## src/rtl/console_uart_tx.sv

```systemverilog
// Console UART transmitter: bus-written TX FIFO feeding an 8N1 serializer.
// Optional macro CONSOLE_UART_SIM_PRINT_EN echoes accepted bytes to the simulation console.
module console_uart_tx #(
    parameter int CLKS_PER_BIT = 434,
    parameter int FIFO_DEPTH   = 8
) (
    input  logic        clk,
    input  logic        rst_n,
    input  logic        sel,
    input  logic        we,
    input  logic [3:0]  addr,
    input  logic [31:0] wdata,
    output logic [31:0] rdata,
    output logic        tx,
    output logic        busy
);

    localparam int AW = (FIFO_DEPTH > 1) ? $clog2(FIFO_DEPTH) : 1;
    localparam int BW = $clog2(CLKS_PER_BIT);
    localparam logic [AW:0]   FULL_CNT  = (AW+1)'(FIFO_DEPTH);
    localparam logic [BW-1:0] BAUD_LOAD = BW'(CLKS_PER_BIT - 1);

    typedef enum logic [1:0] {IDLE, START, DATA, STOP} state_t;

    state_t        state_q, state_d;
    logic [BW-1:0] baud_q, baud_d;
    logic [2:0]    bit_q, bit_d;
    logic [7:0]    shreg_q, shreg_d;
    logic          tx_q, tx_d;
    logic [AW-1:0] wr_ptr_q, wr_ptr_d;
    logic [AW-1:0] rd_ptr_q, rd_ptr_d;
    logic [AW:0]   count_q, count_d;
    logic          ovf_q, ovf_d;
    logic [7:0]    fifo_mem [FIFO_DEPTH];

    logic full, empty, wr_txdata, wr_status, push, pop, baud_tc;
    logic unused_wdata;

    assign unused_wdata = ^wdata[31:8];

    always_comb begin
        full      = (count_q == FULL_CNT);
        empty     = (count_q == '0);
        wr_txdata = sel && we && (addr == 4'h0);
        wr_status = sel && we && (addr == 4'h4);
        // fullness is judged on the pre-edge count, so a same-cycle pop never makes room
        push      = wr_txdata && !full;
        baud_tc   = (baud_q == '0);

        state_d = state_q;
        baud_d  = baud_q;
        bit_d   = bit_q;
        shreg_d = shreg_q;
        tx_d    = tx_q;
        pop     = 1'b0;

        case (state_q)
            IDLE: begin
                if (!empty) begin
                    pop     = 1'b1;
                    shreg_d = fifo_mem[rd_ptr_q];
                    state_d = START;
                    tx_d    = 1'b0;
                    baud_d  = BAUD_LOAD;
                end
            end
            START: begin
                if (baud_tc) begin
                    state_d = DATA;
                    tx_d    = shreg_q[0];
                    bit_d   = 3'd0;
                    baud_d  = BAUD_LOAD;
                end else begin
                    baud_d = baud_q - 1'b1;
                end
            end
            DATA: begin
                if (baud_tc) begin
                    baud_d = BAUD_LOAD;
                    if (bit_q == 3'd7) begin
                        state_d = STOP;
                        tx_d    = 1'b1;
                    end else begin
                        bit_d   = bit_q + 3'd1;
                        tx_d    = shreg_q[1];
                        shreg_d = {1'b0, shreg_q[7:1]};
                    end
                end else begin
                    baud_d = baud_q - 1'b1;
                end
            end
            STOP: begin
                if (baud_tc) begin
                    // chain straight into the next start bit when more bytes are waiting
                    if (!empty) begin
                        pop     = 1'b1;
                        shreg_d = fifo_mem[rd_ptr_q];
                        state_d = START;
                        tx_d    = 1'b0;
                        baud_d  = BAUD_LOAD;
                    end else begin
                        state_d = IDLE;
                        tx_d    = 1'b1;
                    end
                end else begin
                    baud_d = baud_q - 1'b1;
                end
            end
            default: state_d = IDLE;
        endcase

        wr_ptr_d = wr_ptr_q + AW'(push);
        rd_ptr_d = rd_ptr_q + AW'(pop);
        count_d  = count_q + (AW+1)'(push) - (AW+1)'(pop);

        ovf_d = ovf_q;
        if (wr_txdata && full) begin
            ovf_d = 1'b1;
        end else if (wr_status && wdata[3]) begin
            ovf_d = 1'b0;
        end
    end

    always_ff @(posedge clk or negedge rst_n) begin
        if (!rst_n) begin
            state_q  <= IDLE;
            baud_q   <= '0;
            bit_q    <= '0;
            shreg_q  <= '0;
            tx_q     <= 1'b1;
            wr_ptr_q <= '0;
            rd_ptr_q <= '0;
            count_q  <= '0;
            ovf_q    <= 1'b0;
        end else begin
            state_q  <= state_d;
            baud_q   <= baud_d;
            bit_q    <= bit_d;
            shreg_q  <= shreg_d;
            tx_q     <= tx_d;
            wr_ptr_q <= wr_ptr_d;
            rd_ptr_q <= rd_ptr_d;
            count_q  <= count_d;
            ovf_q    <= ovf_d;
        end
    end

    always_ff @(posedge clk) begin
        if (push) begin
            fifo_mem[wr_ptr_q] <= wdata[7:0];
        end
    end

`ifdef CONSOLE_UART_SIM_PRINT_EN
    always_ff @(posedge clk) begin
        if (rst_n && push) begin
            $write("%c", wdata[7:0]);
        end
    end
`else
`endif

    assign tx   = tx_q;
    assign busy = (state_q != IDLE) || !empty;

    always_comb begin
        rdata = '0;
        if (sel && !we && (addr == 4'h4)) begin
            rdata = {28'b0, ovf_q, busy, empty, full};
        end
    end

endmodule

```

## config.mk

```make
export PLATFORM = sky130hd
export DESIGN_NAME = console_uart_tx
export DESIGN_NICKNAME = d
export VERILOG_FILES = /design/src/rtl/console_uart_tx.sv
export SDC_FILE = /design/constraint.sdc
export NUM_CORES = 1
export LEC_CHECK = 0
export ABC_CLOCK_PERIOD_IN_PS = 4800
export BUFFER_PORTS_ARGS = -buffer_cell sky130_fd_sc_hd__buf_4
export CAP_MARGIN = 10
export CORE_MARGIN = 2
export CORE_UTILIZATION = 38
export CTS_CLUSTER_DIAMETER = 100
export CTS_CLUSTER_SIZE = 12
export DETAILED_ROUTE_END_ITERATION = 12
export HOLD_SLACK_MARGIN = 0.03
export SLEW_MARGIN = 25
export SYNTH_ARGS = -nofsm -noshare
export SYNTH_HDL_FRONTEND = slang
export SYNTH_SLANG_ARGS = --single-unit
```

## constraint.sdc

```tcl
create_clock -name clk -period 4.8 [get_ports clk]
set_clock_uncertainty 0.15 [all_clocks]
set_input_delay 0.24 -clock clk [delete_from_list [all_inputs] [get_ports clk]]
set_output_delay 0.24 -clock clk [all_outputs]
set_load 0.05 [all_outputs]
```

==> flow_metrics.env <==
export IMPL_grt_max_degree=35
export IMPL_grt_pass1_vias=2761
export IMPL_rows=41
export IMPL_fin_crit_sh=0.7161
export IMPL_final_max_slew_viol_count=0
export IMPL_route_vias_total=2718
export IMPL_synth_top_area_frac=0.4009
export IMPL_max_slew_margin=0.3969
export IMPL_cts_setup_buffers=0
export IMPL_synth_area_um2=4793
export IMPL_hold_violations=0
export IMPL_yosys_area_top_type="edfxtp_1"
export IMPL_yosysWarningCount=0
export IMPL_die_w_um=116.3
export IMPL_rsz0062_at_grt="false"
export IMPL_cp_start_kind="register"
export IMPL_cap_viol_max_count=0
export IMPL_synth_area_leaders="edfxtp_1, dfrtp_1, mux4_2"
export IMPL_start_util=0.3845
export IMPL_setup_violations=0
export IMPL_status="complete, no violations"
export IMPL_dr_wl_met2_um=4226
export IMPL_routed_top_layer="met4"
export IMPL_clock_root_buffer="clkbuf_16"
export IMPL_place_congestion=0.8239
export IMPL_post_dp_hpwl_um=5738
export IMPL_synth_seq_cells=98
export IMPL_antenna_found_initial=0
export IMPL_dp_cells=523
export IMPL_setup_tns_final_ns=0
export IMPL_async_flop_share=0.3469
export IMPL_grt_ovfl_total=0
export IMPL_chipHeight_um=116.3
export IMPL_dr_wl_met3_um=362
export IMPL_nNetsFinal=432
export IMPL_ctsHoldBuffers=10
export IMPL_syn_avg_cell_area_um2=13.93
export IMPL_synth_seq_area_share=0.5787
export IMPL_synth_flop_cell="edfxtp_1"
export IMPL_gr_usage_all_layers=0.1457
export IMPL_synth_most_common_cell="edfxtp_1"
export IMPL_cts_resized_gates=0
export IMPL_drt_wl_total_um=8659
export IMPL_ir_worst_vdd_mv=0.2498
export IMPL_clk_pin_slew_ns=0.07
export IMPL_dpl_cell_area_um2=5001
export IMPL_synthCells=344
export IMPL_fillers=1123
export IMPL_path_max_fanout=7
export IMPL_rr_worst_depth=12
export IMPL_power_density_nw_per_um2=341.3
export IMPL_worst_slew_pin_transition_ns=0.9013
export IMPL_fmax_mhz=290.9
export IMPL_post_layout_nonfiller_instances=549
export IMPL_n_antenna_cell=0
export IMPL_endpoint_kind="register"
export IMPL_syn_to_final_growth_pct=12.45
export IMPL_criticalPathCategory="reg -> reg"
export IMPL_drt_met1_wl_um=3943
export IMPL_multi_input_area_um2=1793
export IMPL_routed_via_density=4.951
export IMPL_regArea_um2=2775
export IMPL_clockBufferDepth=2
export IMPL_post_route_cell_area_um2=5390
export IMPL_drc=0
export IMPL_critPathRequiredTime_ns=4.88
export IMPL_die_area_um2=13530
export IMPL_clk_latency_ns=0.35
export IMPL_crit_arrival_ns=3.52
export IMPL_drtIter0Drc=102
export IMPL_io_pins=74
export IMPL_drive_above_1_share=0.2016
export IMPL_ant_nets=0
export IMPL_grt_pass1_wl_um=14660
export IMPL_synth_edf_count=64
export IMPL_final_min_clock_period_ns=3.437
export IMPL_first_pass_iters=5
export IMPL_cts_num_sinks=98
export IMPL_final_util=0.4324
export IMPL_hold_path_class="in -> reg"
export IMPL_post_drt_wl_per_cell_um=15.77
export IMPL_port_buffers=21
export IMPL_total_leakage_power_uw=0.002094
export IMPL_hold_path_cell_count=3
export IMPL_yosys_top_cells_count="edfxtp_1, dfrtp_1, buf_4, ha_1"
export IMPL_yosysUniqueCellTypes=58
export IMPL_htreeDepth=3
export IMPL_core_area_um2=12470
export IMPL_cts_buffers=9
export IMPL_cts_tree="yes"
-- critical path, stage by stage, from the launching register on --
cell and delay (ns):
dfrtp_1 0.42, inv_1 0.11, ha_1 0.16, or4b_1 0.61, nor2_2 0.32, a21oi_1 0.11
nor3_1 0.35, ha_1 0.30, inv_1 0.05, ha_1 0.16, inv_1 0.06, fa_1 0.38
xnor2_1 0.14
-- layout make-up --
cell class,instances,area share
Clock buffer,9,0.04178
Clock inverter,7,0.01184
Inverter,16,0.01114
Multi-Input combinational cell,216,0.3326
Sequential cell,98,0.5149
Tap cell,172,0.03993
Timing Repair Buffer,31,0.04782
-- sequential cells by signal, indices dropped and copies added (netlist names), 2 cells and up --
| signal | count |
|---|---|
| fifo_mem | 64 |
| baud_q | 9 |
| shreg_q | 8 |
| count_q | 4 |
| bit_q | 3 |
| rd_ptr_q | 3 |
| wr_ptr_q | 3 |
| state_q | 2 |
-- logic make-up (layout without fill, tap and decap cells) --
| group | Yosys count | after routing | share of synthesized area |
|---|---|---|---|
| compound gates | 54 | 54 | 0.08170 |
| xor+xnor | 4 | 4 | 0.007310 |
| mux | 34 | 34 | 0.1211 |
| flops | 98 | 98 | 0.5787 |
| buf+inv | 57 | 63 | 0.07048 |
| fa+ha+maj | 20 | 20 | 0.05377 |
| simple gates | 76 | 76 | 0.08614 |
| other cells | 1 | 28 | 0.0007823 |
-- power breakdown --
group	switching [uW]	leakage, uW	internal, uW	total (uW)
Clock	336	0.000135	361	697
Sequential	29.3	0.000983	927	957
Combinational	119	0.000976	67.2	186
Total	484	0.00209	1360	1840
-- metal layers --
layer	GRT usage	vias up
met5	0	-
met4	0.05000	0
met3	0.03633	8
met2	0.2368	64
met1	0.1922	1351
li1	-	1295
-- placed cells by master, fill, tap and decap left out, types with 4 or more instances in the layout --
cell           count
nor2_1            18
ha_1              19
dfrtp_1           32
clkbuf_16          9
nand3_1            4
nand2_1           18
conb_1            28
o21ai_0           17
dlygate4sd3_1     10
a21oi_1            8
mux2_4             7
mux4_2            16
inv_1             16
nand2b_1           5
edfxtp_1          64
mux2i_1            7
buf_4             21
nor3_1             6
-- stage by stage --
stage | hold WS (ns) | total power, uW | setup slack, ns
after floorplan | -0.2056 | 1125 | 1.803
after global placement | 0.06781 | 1151 | 1.374
after detailed placement | 0.07351 | 1155 | 1.383
after CTS | 0.08721 | 1857 | 1.359
after global routing | 0.1293 | 1924 | 1.108
final | 0.09985 | 1840 | 1.363
-- path summary, 6_finish.rpt --
check / startpoint / end / slack [ns]
worst min-delay path: we / ovf_q / 0.1
worst max register to register: baud_q[0] / count_q[2] / 1.36
worst min register to register: shreg_q[7] / shreg_q[7] / 0.35
min in group asynchronous: rst_n / ovf_q / 0.23
max in group asynchronous: rst_n / tx / 3.93
worst max-delay path: baud_q[0] / count_q[2] / 1.36
(Power assumes the default switching activity.)
